File: src/rtl/dac_pkg.sv
// Shared types and constants for the multi-channel SPI DAC transmitter.
// Holds the sequencer state encoding and frame-width derivation.
package dac_pkg;

    localparam logic [3:0] CMD_DEFAULT = 4'b0011;

    typedef enum logic [2:0] {
        ST_IDLE,
        ST_LOAD,
        ST_SHIFT,
        ST_GAP,
        ST_NEXT
    } dac_state_e;

    // Frame is {cmd nibble, channel nibble, sample}.
    function automatic int frame_w(input int data_w);
        return 8 + data_w;
    endfunction

    function automatic int clog2(input int value);
        int r;
        r = 0;
        while ((1 << r) < value) r++;
        return r;
    endfunction

endpackage

File: src/rtl/dac_spi_multi_if.sv
// Link between the channel sequencer and the single-frame SPI shifter.
// The master starts a frame; the slave drives the pins and flags the final bit.
interface dac_spi_multi_if #(
    parameter int FRAME_W = 24
);
    logic               start;
    logic [FRAME_W-1:0] frame;
    logic               done;
    logic               mosi;
    logic               sck;
    logic               cs;

    modport master (output start, frame, input done, mosi, sck, cs);
    modport slave  (input start, frame, output done, mosi, sck, cs);
endinterface

File: src/rtl/spi_frame_tx.sv
// Shifts one FRAME_W-bit word out MSB first as SPI mode 0 with CS framing.
// done is high in the last CS-low cycle, so the caller can change state as CS rises.
module spi_frame_tx
    import dac_pkg::*;
#(
    parameter int FRAME_W = 24,
    parameter int SCK_DIV = 2
) (
    input logic            i_Clock,
    input logic            reset_n,
    dac_spi_multi_if.slave fr
);
    localparam int DIV_W = clog2(SCK_DIV + 1);
    localparam int BIT_W = clog2(FRAME_W + 1);
    localparam logic [DIV_W-1:0] DIV_END = DIV_W'(SCK_DIV - 1);
    localparam logic [BIT_W-1:0] BIT_END = BIT_W'(FRAME_W - 1);

    logic               active_q, active_d;
    logic               cs_q, cs_d;
    logic               sck_q, sck_d;
    logic               mosi_q, mosi_d;
    logic [FRAME_W-1:0] shift_q, shift_d;
    logic [DIV_W-1:0]   div_q, div_d;
    logic [BIT_W-1:0]   bit_q, bit_d;

    always_comb begin
        // NOTE: every _d starts from its _q value so no path can infer a latch.
        active_d = active_q;
        cs_d     = cs_q;
        sck_d    = sck_q;
        mosi_d   = mosi_q;
        shift_d  = shift_q;
        div_d    = div_q;
        bit_d    = bit_q;
        fr.done  = 1'b0;

        if (fr.start) begin
            active_d = 1'b1;
            cs_d     = 1'b0;
            sck_d    = 1'b0;
            shift_d  = fr.frame;
            mosi_d   = fr.frame[FRAME_W-1];
            div_d    = '0;
            bit_d    = '0;
        end else if (active_q) begin
            if (div_q == DIV_END) begin
                div_d = '0;
                sck_d = ~sck_q;
                // Falling SCK edge: advance MOSI, or close the frame after the last bit.
                if (sck_q) begin
                    if (bit_q == BIT_END) begin
                        fr.done  = 1'b1;
                        active_d = 1'b0;
                        cs_d     = 1'b1;
                        sck_d    = 1'b0;
                        mosi_d   = 1'b0;
                    end else begin
                        bit_d   = bit_q + 1'b1;
                        shift_d = shift_q << 1;
                        mosi_d  = shift_q[FRAME_W-2];
                    end
                end
            end else begin
                div_d = div_q + 1'b1;
            end
        end
    end

    always_ff @(posedge i_Clock or negedge reset_n) begin
        if (!reset_n) begin
            active_q <= 1'b0;
            cs_q     <= 1'b1;
            sck_q    <= 1'b0;
            mosi_q   <= 1'b0;
            shift_q  <= '0;
            div_q    <= '0;
            bit_q    <= '0;
        end else begin
            // NOTE: non-blocking so every flop samples pre-edge values.
            active_q <= active_d;
            cs_q     <= cs_d;
            sck_q    <= sck_d;
            mosi_q   <= mosi_d;
            shift_q  <= shift_d;
            div_q    <= div_d;
            bit_q    <= bit_d;
        end
    end

    assign fr.cs   = cs_q;
    assign fr.sck  = sck_q;
    assign fr.mosi = mosi_q;

endmodule

File: src/rtl/dac_spi_multi.sv
// Multi-channel SPI DAC transmitter: skid-buffers one sample vector and sends
// one framed write per channel, channel 0 first, with a CS gap between frames.
module dac_spi_multi
    import dac_pkg::*;
#(
    parameter int         NUM_CH  = 2,
    parameter int         DATA_W  = 16,
    parameter logic [3:0] CMD     = CMD_DEFAULT,
    parameter int         SCK_DIV = 2,
    parameter int         CS_GAP  = 4
) (
    input  logic                     i_Clock,
    input  logic                     reset_n,
    input  logic [NUM_CH*DATA_W-1:0] i_Sample,
    input  logic                     i_Sample_Valid,
    output logic                     o_Sample_Ready,
    output logic                     o_DAC_MOSI,
    output logic                     o_DAC_SCK,
    output logic                     o_DAC_CS,
    output logic                     o_Busy,
    output logic                     o_Vector_Done
);
    localparam int FRAME_W = frame_w(DATA_W);
    localparam int VEC_W   = NUM_CH * DATA_W;
    localparam int GAP_W   = clog2(CS_GAP + 1);
    localparam logic [3:0]       LAST_CH = 4'(NUM_CH - 1);
    localparam logic [GAP_W-1:0] GAP_END = GAP_W'(CS_GAP - 1);

    dac_state_e       state_q, state_d;
    logic [VEC_W-1:0] buf_q, buf_d;
    logic [VEC_W-1:0] vec_q, vec_d;
    logic             buf_full_q, buf_full_d;
    logic             ready_q, ready_d;
    logic [3:0]       ch_q, ch_d;
    logic [GAP_W-1:0] gap_q, gap_d;
    logic             buf_free;
    logic             vec_done;
    logic             handshake;

    dac_spi_multi_if #(.FRAME_W(FRAME_W)) frame_if ();

    spi_frame_tx #(
        .FRAME_W(FRAME_W),
        .SCK_DIV(SCK_DIV)
    ) u_tx (
        .i_Clock(i_Clock),
        .reset_n(reset_n),
        .fr     (frame_if)
    );

    function automatic logic [FRAME_W-1:0] make_frame(input logic [VEC_W-1:0] vec,
                                                      input logic [3:0]       idx);
        return {CMD, idx, vec[int'(idx)*DATA_W +: DATA_W]};
    endfunction

    always_comb begin
        state_d        = state_q;
        buf_d          = buf_q;
        buf_full_d     = buf_full_q;
        vec_d          = vec_q;
        ch_d           = ch_q;
        gap_d          = gap_q;
        buf_free       = 1'b0;
        vec_done       = 1'b0;
        frame_if.start = 1'b0;
        frame_if.frame = '0;
        handshake      = i_Sample_Valid && ready_q;

        case (state_q)
            ST_IDLE: if (buf_full_q) state_d = ST_LOAD;
            ST_LOAD: begin
                vec_d          = buf_q;
                ch_d           = '0;
                buf_free       = 1'b1;
                frame_if.start = 1'b1;
                frame_if.frame = make_frame(buf_q, 4'd0);
                state_d        = ST_SHIFT;
            end
            ST_SHIFT: begin
                if (frame_if.done) begin
                    gap_d   = '0;
                    state_d = ST_GAP;
                end
            end
            ST_GAP: begin
                if (gap_q == GAP_END) state_d = ST_NEXT;
                else gap_d = gap_q + 1'b1;
            end
            ST_NEXT: begin
                if (ch_q < LAST_CH) begin
                    ch_d           = ch_q + 4'd1;
                    frame_if.start = 1'b1;
                    frame_if.frame = make_frame(vec_q, ch_q + 4'd1);
                    state_d        = ST_SHIFT;
                end else begin
                    vec_done = 1'b1;
                    state_d  = buf_full_q ? ST_LOAD : ST_IDLE;
                end
            end
            default: state_d = ST_IDLE;
        endcase

        // A capture in the freeing cycle wins, keeping the buffer full.
        if (handshake) begin
            buf_d      = i_Sample;
            buf_full_d = 1'b1;
        end else if (buf_free) begin
            buf_full_d = 1'b0;
        end
        ready_d = !buf_full_d;
    end

    always_ff @(posedge i_Clock or negedge reset_n) begin
        if (!reset_n) begin
            state_q    <= ST_IDLE;
            buf_full_q <= 1'b0;
            ready_q    <= 1'b1;
            ch_q       <= '0;
            gap_q      <= '0;
        end else begin
            state_q    <= state_d;
            buf_full_q <= buf_full_d;
            ready_q    <= ready_d;
            ch_q       <= ch_d;
            gap_q      <= gap_d;
        end
    end

    // NOTE: sample storage has no reset; buf_full_q and the FSM gate every use of it.
    always_ff @(posedge i_Clock) begin
        buf_q <= buf_d;
        vec_q <= vec_d;
    end

    assign o_Sample_Ready = ready_q;
    assign o_Busy         = (state_q != ST_IDLE);
    assign o_Vector_Done  = vec_done;
    assign o_DAC_MOSI     = frame_if.mosi;
    assign o_DAC_SCK      = frame_if.sck;
    assign o_DAC_CS       = frame_if.cs;

endmodule

File: config.mk
export PLATFORM = sky130hd
export DESIGN_NAME = dac_spi_multi
export DESIGN_NICKNAME = d
export VERILOG_FILES = /design/src/rtl/dac_pkg.sv /design/src/rtl/dac_spi_multi_if.sv /design/src/rtl/spi_frame_tx.sv /design/src/rtl/dac_spi_multi.sv
export SDC_FILE = /design/constraint.sdc
export NUM_CORES = 1
export LEC_CHECK = 0
export ABC_CLOCK_PERIOD_IN_PS = 2100
export BUFFER_PORTS_ARGS = -buffer_cell sky130_fd_sc_hd__buf_2
export CORE_MARGIN = 1.5
export CORE_UTILIZATION = 53
export DETAILED_ROUTE_END_ITERATION = 12
export PLACE_DENSITY = 0.75
export SYNTH_ARGS = -nofsm -noshare
export SYNTH_HDL_FRONTEND = slang
export SYNTH_SLANG_ARGS = --single-unit
File: constraint.sdc
create_clock -name i_Clock -period 2.1 [get_ports i_Clock]
set_input_delay 0.42 -clock i_Clock [delete_from_list [all_inputs] [get_ports i_Clock]]
set_output_delay 0.42 -clock i_Clock [all_outputs]
set_load 0.01 [all_outputs]
== After elaboration in Yosys (flattened, before gate mapping) ==
Cells that the tools add are included.
Widths: inputs -> output; s select.
Cells by class
  $add $sub $neg: 4
  order comparisons: 1
  equality and inequality tests: 13
  shift-type cells: 1
  muxes and demuxes: 58
  bitwise logic cells: 1
  reduce and logical (&&, ||, !) cells: 17
Operators by type and width (count)
  $mux 23: 5
  $pmux 22 s2: 1
  $mux 1: 32
  $shiftx 32x9->16: 1
  $mux 5: 5
  $mux 22: 1
  $mux 3: 5
  $pmux 3 s5: 1
  $ne 2x2->1 const B: 6
  $reduce_bool 2->1: 6
  $eq 3x2->1 const B: 3
  $reduce_and 3->1: 3
  $mux 2: 4
  $pmux 4 s2: 1
  $reduce_and 4->1: 2
  $pmux 3 s2: 1
  $add 5x1->5 const B: 1
  $eq 5x5->1 const B: 1
  $add 4x1->4 const B: 1
  $lt 4x1->1 const B: 1
  $mux 4: 1
  $reduce_and 2->1: 2
  $add 3x1->3 const B: 1
  $eq 3x1->1 const B: 1
  other kinds (9): 9
Storage, ports and cells
  bits in registers: 110
  input bits: 35
  word-level logic and storage cells: 109

== Longest topological paths before layout ==
Gate-level depths: netlist of run 1.
  depth in word-level cells: 8
  mapped depth: 9
  gate-level depth less buffers: 6

== Hierarchy ==
Synthesis of run 1 repeated with hierarchy kept, for this count alone.
Second synthesis, totals
  cells, all modules: 374
  area total of the unflattened synthesis: 4918.5 um^2
By module, submodules not included
  dac_spi_multi: times used 1, cells each 168, area each 3054.2 um^2, sequential area each 2223.4 um^2
  spi_frame_tx: times used 1, cells each 206, area each 1864.3 um^2, sequential area each 852.1 um^2

== Least setup slack after synthesis of run 1 ==
Ideal clock, no wire load.
  path type: reg-to-reg
  start: register ch_q[0]
  end: register u_tx.shift_q[0]
  arrival: 1.969 ns
  path slack: 0.061 ns
  cell stages (with the launch flop): 9
  buffers on the path: 2
  period minus slack after synthesis: 2.039 ns
  path through: dfrtp_1 buf_2 buf_2 inv_1 ha_1 nor3b_4 nand2_2 or4_1 nand3_1
Between the ends
  longest elaborated chain between the ends: 5
  elaborated cells between the ends (all ways): 13
  classes of those cells: 1 x add/sub; 1 x order compare; 1 x eq/ne; 1 x shift; 5 x mux; 4 x reduce/logical
Ends and longest elaborated chain
  start: declaration: line dac_spi_multi.sv:34  | logic [3:0] ch_q, ch_d;
  start signal: assignment: line dac_spi_multi.sv:124  | ch_q <= ch_d;
  $add 4x1->4 / $lt 4x1->1 (equally long branches): line dac_spi_multi.sv:93, dac_spi_multi.sv:90
  $shiftx 32x9->16 / $mux 1 (equally long branches): line dac_spi_multi.sv:53, dac_spi_multi.sv:90
  $mux 22 / $pmux 1 s2 (equally long branches): line dac_spi_multi.sv:90, dac_spi_multi.sv:69
  $pmux 22 s2, or another cell as far along: line dac_spi_multi.sv:69  | case (state_q)
  $mux 23 / $reduce_and 4->1 (equally long branches)
  end signal: assignment: line spi_frame_tx.sv:84  | shift_q <= shift_d;
  end: declaration: line spi_frame_tx.sv:22  | logic [FRAME_W-1:0] shift_q, shift_d;
Several ways; a longest one is shown, not always the timed one.
A chain may end at the register's enable or synchronous reset.

== Final worst setup path of run 1 ==
  start: register ch_q[0]
  end: output o_Vector_Done
Between the ends
  longest elaborated chain between the ends: 3
Ends and longest elaborated chain
  $lt 4x1->1: line dac_spi_multi.sv:90  | if (ch_q < LAST_CH) begin
  $mux 1: line dac_spi_multi.sv:90
  $mux 1: line dac_spi_multi.sv:69
  end: declaration: line dac_spi_multi.sv:21  | output logic o_Vector_Done
No other way between the ends.

==> results.py, run 1 <==
metrics = {
    "run_status": {
        "outcome": "finished, final reports clean",
    },
    "job": {
        "timing.max_cap.violations": 0,
    },
    "route": {
        "drc": 0,
        "vias_per_cell": 5.49,
        "vias": 2491,
        "drt_iter0_markers": 159,
        "first_pass_iters": 4,
        "wl_per_cell_microns": 14.6,
        "routed_wl_microns": 6640,
        "ant_nets": 0,
    },
    "power": {
        "p_sw_frac": 0.319,
        "p_leak_nw": 1.91,
        "comb_power_share": 0.287,
        "power_frac_seq": 0.525,
        "total_power_mw": 6.20,
        "clockPowerShare": 0.187,
        "p_int_mw": 4.22,
        "powerDensity_nw_per_um2": 1270,
        "power_switching_mw": 1.98,
        "vdd_drop_max_mv": 0.698,
    },
    "placement": {
        "dp_slack_ps": 227,
        "io_buffers": 40,
        "hpwlAfterDp_microns": 4280,
        "gp_congestion": 0.753,
        "placed_area_sq_um": 4680,
    },
    "clock_network": {
        "htree_levels": 3,
        "cts_sinks": 110,
        "cts-root-buf": "clkbuf_8",
        "cts_buffer_depth": 2,
        "clock_latency_ps": 360,
        "cts_tree": "built",
        "cts_buffers": 9,
        "path_clk_slew_ps": 110,
        "holdBufCountCts": 0,
    },
    "floorplanning": {
        "die_w_microns": 93.7,
        "core_sq_um": 7850,
        "io_pins": 41,
        "die_area_sq_um": 8780,
        "rows": 32,
        "die_y_microns": 93.7,
        "initial_core_util": 0.555,
    },
    "timing": {
        "drv_slew": 0,
        "final-hold-violation-count": 0,
        "finClkSkew_ps": 8.13,
        "slew_headroom": 0.619,
        "max_freq_mhz": 500,
        "setup_viol": 0,
        "worst_slew_pin_slew_ps": 571,
        "setup_slack_ps": 100,
        "holdWs_ps": 124,
        "min_period_ps": 2000,
        "post-route-period-util": 0.952,
    },
    "cells_and_area": {
        "nNetsFinal": 387,
        "area_growth_pct": 12.4,
        "insertedDiodeCount": 0,
        "final_util": 0.624,
        "design_area_sq_um": 4900,
        "drive_gt1_frac": 0.230,
    },
    "logic_synthesis": {
        "synth_cell_types": 47,
        "synth_area_leaders": "edfxtp_1 44%, dfrtp_1 25%, a2bb2oi_1 6.6%, mux2i_1 3.7%, o21ai_0 2.6%",
        "synth_top_flop_cell": "edfxtp_1",
        "synthArstFlopShare": 0.418,
        "synthesis.area_sq_um": 4360,
        "yosysSeqAreaShare": 0.706,
        "ys_warn_count": 0,
        "synth_seq_cells": 110,
        "netlist.top_cell.by_area": "edfxtp_1",
        "syn_inst": 298,
        "synth_fp_nets": 338,
        "synth_top_area_share": 0.441,
        "synth.avg_cell_area_sq_um": 14.6,
        "synth_edf_count": 64,
    },
    "grt": {
        "gr-total-overflow": 0,
        "first_global_vias": 2342,
        "grt_max_degree": 49,
        "grt_pass1_wl_microns": 11100,
        "antenna_found_initial": 0,
        "globalRouteTotalUtil": 0.167,
    },
    "worst_setup_path": {
        "crit_type": "flip-flop to primary output",
        "slowest_delay_ps": 410,
        "startpoint_type": "flip-flop",
        "crit_path_end_kind": "primary output",
        "crit_required_ps": 1680,
        "cp.arrival_ps": 1580,
        "critical_path.cell_chain": "inv_2 > ha_4 > nor3b_4 > nor2b_1 > buf_2",
        "reg2reg_slack_ps": 220,
        "r2r_start": "ch_q[0]$_DFFE_PN0P_",
        "r2r_cells": 6,
        "critPathSlowestCell": "dfrtp_1",
        "cp_max_fo": 5,
        "reg2reg_to": "u_tx.shift_q[10]$_DFFE_PN0P_",
    },
    "worst_hold_path": {
        "hold_class": "input pin to async pin",
    },
}
==> worst max-delay path by stage <==
stage / slack [ps] / from / endpoint
detailed placement: 230 / ch_q[0]$_DFFE_PN0P_ / u_tx.shift_q[2]$_DFFE_PN0P_
global route: -9 / ch_q[0]$_DFFE_PN0P_ / o_Vector_Done
CTS: 20 / ch_q[0]$_DFFE_PN0P_ / o_Vector_Done
finish: 100 / ch_q[0]$_DFFE_PN0P_ / o_Vector_Done
global placement: 290 / state_q[0]$_DFFE_PN0P_ / u_tx.shift_q[3]$_DFFE_PN0P_
floorplan: 60 / ch_q[0]$_DFFE_PN0P_ / u_tx.shift_q[0]$_DFFE_PN0P_
==> per-layer routing <==
metal,vias up,GRT usage,share of wire
met3,12,0.0340,0.030
met2,49,0.269,0.48
li1,1215,-,-
met4,0,0.0709,0.019
met1,1215,0.224,0.47
met5,-,0,0
==> state kept, by name, indices dropped and copies added, names as in the netlist, 2 cells and up <==
name          flops
state_q           3
buf_q            32
ch_q              4
gap_q             3
u_tx.shift_q     23
vec_q            32
u_tx.bit_q        5
u_tx.div_q        2
==> cell usage after synthesis (3+ instances only) <==
library cell,number
a21oi_1,7
mux2i_1,16
inv_1,4
edfxtp_1,64
ha_1,5
a2bb2oi_1,33
o21ai_0,23
nand2_1,28
nor2_1,13
dfrtp_1,44
xor2_1,3
nor2b_1,3
buf_2,6
and2_1,4
clkbuf_1,3
nand3_1,4
==> cell usage in the layout, fill, tap and decap left out, drive strengths merged, types with 2 or more instances in the layout <==
cell type,n
a21oi,8
a2bb2oi,33
and2,4
and3,2
and4b,2
buf,50
clkbuf,9
clkinv,2
clkinvlp,3
dfrtp,44
dfstp,2
edfxtp,64
ha,5
inv,7
mux2i,16
nand2,30
nand3,5
nand4,2
nand4b,2
nor2,13
nor2b,3
nor3b,2
o21ai,23
or3b,2
xnor2,2
xor2,3
==> area by class of cell <==
type / instances / area (sq um)
tap: 102 / 128
timing repair buffer: 50 / 288
multi-input combinational: 171 / 1210
clock buffer: 9 / 124
inverter: 5 / 21.3
sequential: 110 / 3080
fill: 597 / 2950
clock inverter: 7 / 57.6
==> logic make-up after synthesis <==
kind of cell               after synthesis  synth area share
adders and majority gates                5            0.0144
buffers and inverters                   17            0.0207
AOI/OAI and AO/OA                       73             0.121
DFF                                    110             0.706
xor gates and xnor gates                 5            0.0100
muxes                                   16            0.0367
and+or+nand+nor                         72            0.0916
==> critical path, delay by kind of cell (launching register included) <==
family / cells / cell delay [ps]
buf+inv: 2 / 240
flops: 1 / 410
fa+ha+maj: 1 / 130
simple gates: 2 / 440
==> metrics by stage <==
stage / TNS, ps / cells
5_1_grt: -9.15 / 454
6_report: 0 / 454
3_5_place_dp: 0 / 435
4_1_cts: 0 / 451
2_1_floorplan: 0 / 298
3_3_place_gp: 0 / 435
==> power groups by stage <==
| stage | combinational (mW) | clock (mW) | sequential, mW |
|---|---|---|---|
| floorplan | 1.44 | 0 | 3.20 |
| global placement | 1.70 | 0 | 3.27 |
| detailed placement | 1.78 | 0 | 3.30 |
| CTS | 1.79 | 1.20 | 3.25 |
| global route | 2.02 | 1.27 | 3.32 |
| finish | 1.78 | 1.16 | 3.26 |
==> what timing repair did <==
action	CTS	global route
setup buffers	0	3
setup endpoints to repair	0	1
resized for setup	0	4
No activity file was read; power rests on OpenSTA's default activity.
==> inputs of run 2 (changes only) <==
- CORE_UTILIZATION: 53 -> 47
- PLACE_DENSITY: 0.75 -> default
- PLACE_DENSITY_LB_ADDON: default -> 0.15
==> run 2 against run 1 <==
Net effect: critical path depth unchanged; clock skew up 6.8 ps; sequential power down 2%; critical path type unchanged; global-route usage down 1.8 points; cell count up 2.2%; worst setup slack about the same; register-to-register slack about the same; sequential share of layout area down 0.62 points; combinational power up 4%; maximum frequency about the same; critical endpoint unchanged; sequential cell count unchanged; via count down 1.3%.
==> results.py, run 2 (synthesis results as in run 1) <==
metrics = {
    "run_status": {
        "outcome": "finished, final reports clean",
    },
    "placement": {
        "io_buffers": 40,
        "placed_area_sq_um": 4720,
        "dp_slack_ps": 241,
        "gp_congestion": 0.817,
        "hpwlAfterDp_microns": 4410,
        "dp_cells": 443,
    },
    "grt": {
        "antenna_found_initial": 0,
        "grt_max_degree": 37,
        "first_global_vias": 2482,
        "globalRouteTotalUtil": 0.150,
        "grt_pass1_wl_microns": 11500,
        "gr-total-overflow": 0,
    },
    "worst_setup_path": {
        "cp_num_buf_inv": 2,
        "crit_required_ps": 1680,
        "critical_path.cell_chain": "inv_1 > ha_1 > nor3b_4 > nor2b_1 > buf_2",
        "startpoint_type": "flip-flop",
        "r2r_start": "ch_q[0]$_DFFE_PN0P_",
        "r2r_cells": 7,
        "reg2reg_slack_ps": 210,
        "critPathSlowestCell": "dfrtp_1",
        "cp_max_fo": 4,
        "reg2reg_to": "u_tx.shift_q[13]$_DFFE_PN0P_",
        "critPathLaunch": "ch_q[0]$_DFFE_PN0P_",
        "slowest_delay_ps": 390,
        "cp.arrival_ps": 1580,
        "crit_path_end": "o_Vector_Done",
        "crit_path_end_kind": "primary output",
        "cp.depth": 5,
        "crit_type": "flip-flop to primary output",
        "crit_family": "simple AND/OR/NAND/NOR gates",
    },
    "clock_network": {
        "cts-root-buf": "clkbuf_8",
        "path_clk_slew_ps": 110,
        "cts_sinks": 110,
        "cts.repair.resized": 0,
        "cts_buffers": 9,
        "cts_buffer_depth": 2,
        "cts_tree": "built",
        "htree_levels": 3,
        "clock_latency_ps": 370,
    },
    "timing": {
        "slew_headroom": 0.637,
        "worst_slew_pin_slew_ps": 544,
        "drv_slew": 0,
        "setup_slack_ps": 100,
        "post-route-period-util": 0.952,
        "fin_setup_tns_ps": 0,
        "setup_viol": 0,
        "max_freq_mhz": 500,
        "min_period_ps": 2000,
        "final-hold-violation-count": 0,
        "holdWs_ps": 210,
        "finClkSkew_ps": 14.9,
    },
    "power": {
        "total_power_mw": 6.27,
        "powerDensity_nw_per_um2": 1270,
        "p_leak_nw": 1.95,
        "vdd_drop_max_mv": 0.537,
    },
    "route": {
        "vias": 2459,
        "first_pass_iters": 6,
        "drc": 0,
        "routed_wl_microns": 6690,
        "ant_nets": 0,
        "drt_iter0_markers": 78,
        "wl_per_cell_microns": 14.4,
        "vias_per_cell": 5.30,
    },
    "floorplanning": {
        "io_pins": 41,
        "die_y_microns": 99.3,
        "rows": 34,
        "core_sq_um": 8850,
        "initial_core_util": 0.493,
        "die_w_microns": 99.3,
        "die_area_sq_um": 9860,
    },
    "cells_and_area": {
        "fillers": 748,
        "insertedDiodeCount": 0,
        "largestRegisters": "buf_q (32), vec_q (32), u_tx.shift_q (23)",
        "seq_area_sq_um": 3080,
        "drive_gt1_frac": 0.225,
        "nNetsFinal": 391,
        "final_common_cell": "edfxtp_1",
        "design_area_sq_um": 4950,
        "multi_input_area_sq_um": 1190,
        "final_cell_mix": "64 x edfxtp_1, 44 x dfrtp_1, 40 x buf_2",
        "final_cells": 464,
        "area_growth_pct": 13.5,
        "final_util": 0.559,
    },
    "job": {
        "timing.max_cap.violations": 0,
    },
    "worst_hold_path": {
        "hold_start": "i_Sample[11]",
        "hold_class": "input pin to flip-flop",
    },
}
## run 2: power by group
part	leakage, nW	switching (mW)	internal [mW]
Sequential	1.14	0.290	2.92
Clock	0.0961	0.737	0.463
Combinational	0.713	0.961	0.893
## run 2: worst min-delay path by stage
stage / end / slack [ps] / cells past startpoint
2_1_floorplan: buf_full_q$_DFF_PN0_ / 120 / 0
4_1_cts: buf_q[26]$_DFFE_PP_ / 180 / 1
5_1_grt: buf_q[26]$_DFFE_PP_ / 170 / 1
3_3_place_gp: gap_q[2]$_DFFE_PN0P_ / 370 / 1
6_report: buf_q[11]$_DFFE_PP_ / 210 / 1
3_5_place_dp: gap_q[2]$_DFFE_PN0P_ / 370 / 1
## run 2: final cells by class
type | instances | area share
inverter | 5 | 0.00430
clock inverter | 6 | 0.0126
tap | 108 | 0.0273
sequential | 110 | 0.621
clock buffer | 10 | 0.0258
multi-input combinational | 171 | 0.241
timing repair buffer | 54 | 0.0673
## run 2: metal layers
| metal | track usage | wire (microns) |
|---|---|---|
| met1 | 0.188 | 3160 |
| met2 | 0.250 | 3220 |
| met3 | 0.0527 | 234 |
| met4 | 0.0358 | 74 |
| met5 | 0 | 0 |
## run 2: repair_timing
action	in CTS	in global routing
hold endpoints to repair	15	0
setup endpoints to repair	1	1
buffers inserted	0	4
hold buffers	1	0
pin swaps	1	1
==> inputs of run 3 (changes only) <==
- CORE_UTILIZATION: 47 -> 53
==> run 3 against run 2 <==
Net effect: global-route usage increased by 3.4 points; clock power increased by 12%; maximum frequency increased by 0.25%; total power increased by 3.4%; final area increased by 0.63%; die area decreased by 11%; register-to-register slack about the same; sequential power increased by 2%; clock skew decreased by 3.9 ps; sequential share of layout area decreased by 0.39 points; via count increased by 4.8%; cell count decreased by 0.65%.
==> results.py, run 3 (synthesis results as in run 1) <==
metrics = {
    "run_status": {
        "outcome": "finished, final reports clean",
    },
    "worst_hold_path": {
        "whs_path_depth": 1,
        "hold_class": "input pin to flip-flop",
    },
    "timing": {
        "final-hold-violation-count": 0,
        "max_freq_mhz": 501,
        "setup_viol": 0,
        "drv_slew": 0,
        "slew_headroom": 0.689,
        "fin_setup_tns_ps": 0,
        "finClkSkew_ps": 11.1,
        "post-route-period-util": 0.950,
        "worst_slew_pin_slew_ps": 466,
        "min_period_ps": 1990,
        "holdWs_ps": 213,
    },
    "worst_setup_path": {
        "cp_max_fo": 5,
        "startpoint_type": "flip-flop",
        "crit_path_end_kind": "primary output",
        "reg2reg_slack_ps": 200,
        "r2r_cells": 7,
        "cp.arrival_ps": 1570,
        "crit_required_ps": 1680,
        "crit_type": "flip-flop to primary output",
    },
    "route": {
        "ant_nets": 0,
        "first_pass_iters": 4,
        "vias": 2578,
        "vias_per_cell": 5.59,
        "drc": 0,
        "wirelength_met1_microns": 3390,
        "top_layer_used": "met4",
        "drt_iter0_markers": 118,
        "met3WireLength_microns": 226,
        "routed_wl_microns": 7370,
        "wl_per_cell_microns": 16.0,
        "wl_met2_microns": 3660,
    },
    "floorplanning": {
        "core_sq_um": 7850,
        "rows": 32,
        "initial_core_util": 0.555,
        "die_w_microns": 93.7,
        "die_y_microns": 93.7,
        "die_area_sq_um": 8780,
        "io_pins": 41,
    },
    "cells_and_area": {
        "area_growth_pct": 14.2,
        "final_common_cell": "edfxtp_1",
        "largestRegisters": "buf_q (32), vec_q (32), u_tx.shift_q (23)",
        "seq_area_sq_um": 3080,
        "nNetsFinal": 394,
        "fillers": 608,
        "drive_gt1_frac": 0.237,
        "multi_input_area_sq_um": 1200,
        "insertedDiodeCount": 0,
        "final_cell_mix": "64 x edfxtp_1, 44 x dfrtp_1, 40 x buf_2",
    },
    "placement": {
        "io_buffers": 40,
        "gp_congestion": 0.759,
        "hpwlAfterDp_microns": 4780,
    },
    "grt": {
        "globalRouteTotalUtil": 0.184,
        "grt_max_degree": 34,
        "grt_pass1_wl_microns": 12200,
        "gr-total-overflow": 0,
        "first_global_vias": 2514,
        "antenna_found_initial": 0,
    },
    "clock_network": {
        "cts_tree": "built",
        "htree_levels": 3,
        "cts_buffer_depth": 2,
        "cts_sinks": 110,
        "cts_buffers": 9,
        "path_clk_slew_ps": 100,
        "cts-root-buf": "clkbuf_8",
        "clock_latency_ps": 370,
    },
    "power": {
        "powerDensity_nw_per_um2": 1300,
        "vdd_drop_max_mv": 0.535,
        "p_leak_nw": 1.97,
    },
    "job": {
        "timing.max_cap.violations": 0,
    },
}
## run 3: changes by cell type in the layout (fill, tap and decap cells not counted), sizes merged
cell    previous run  this run
inv                8         7
bufinv             0         1
buf               53        56
## run 3: final cells by class
type	count	area share
clock inverters	6	0.0158
flip-flops and latches	110	0.618
repair buffers	57	0.0688
multi-input cells	171	0.240
well taps	102	0.0256
inverters	5	0.00427
clock buffers	10	0.0276
## run 3: critical path: stages (launching register included)
cell and delay, ps:
dfrtp_1 400, inv_1 100, ha_2 180, nor3b_4 270, nor2b_1 110, buf_2 150
## run 3: per-layer routing
layer,global-route usage,vias up
met1,0.240,1298
met3,0.0437,10
met2,0.306,40
met5,0,-
met4,0.0585,0
li1,-,1230
## run 3: timing repair
item / 4_1_cts / 5_1_grt
setup endpoints to repair: 1 / 3
hold buffers: 1 / 0
pin swaps: 1 / 1
gates resized for setup: 0 / 1
buffers inserted: 0 / 5
endpoints found under the hold margin: 11 / 0
## run 3: worst paths after layout
path | startpoint | endpoint
max | ch_q[0]$_DFFE_PN0P_ | o_Vector_Done
min | i_Sample[27] | buf_q[27]$_DFFE_PP_
max reg2reg | ch_q[0]$_DFFE_PN0P_ | u_tx.shift_q[15]$_DFFE_PN0P_
min reg2reg | buf_q[24]$_DFFE_PP_ | vec_q[24]$_DFFE_PN_
max in group asynchronous | reset_n | o_Sample_Ready$_DFF_PN1_
min in group asynchronous | reset_n | state_q[0]$_DFFE_PN0P_
## run 3: stage by stage
stage               cells  power (mW)   util  worst slack, ps  cell area (sq um)
floorplan             298        4.64      -             61.2               4360
global placement      439        5.05  0.601              355               4710
detailed placement    439        5.16  0.601              200               4710
CTS                   456        6.49  0.629             1.43               4940
global route          461        6.88  0.635            -8.02               4980
finish                461        6.48  0.635              105               4980
## run 3: power breakdown
part / leakage, nW / internal (mW) / switching (mW)
clock: 0.110 / 0.607 / 0.729
combinational: 0.720 / 0.900 / 0.986
sequential: 1.14 / 2.92 / 0.336
total: 1.97 / 4.43 / 2.05
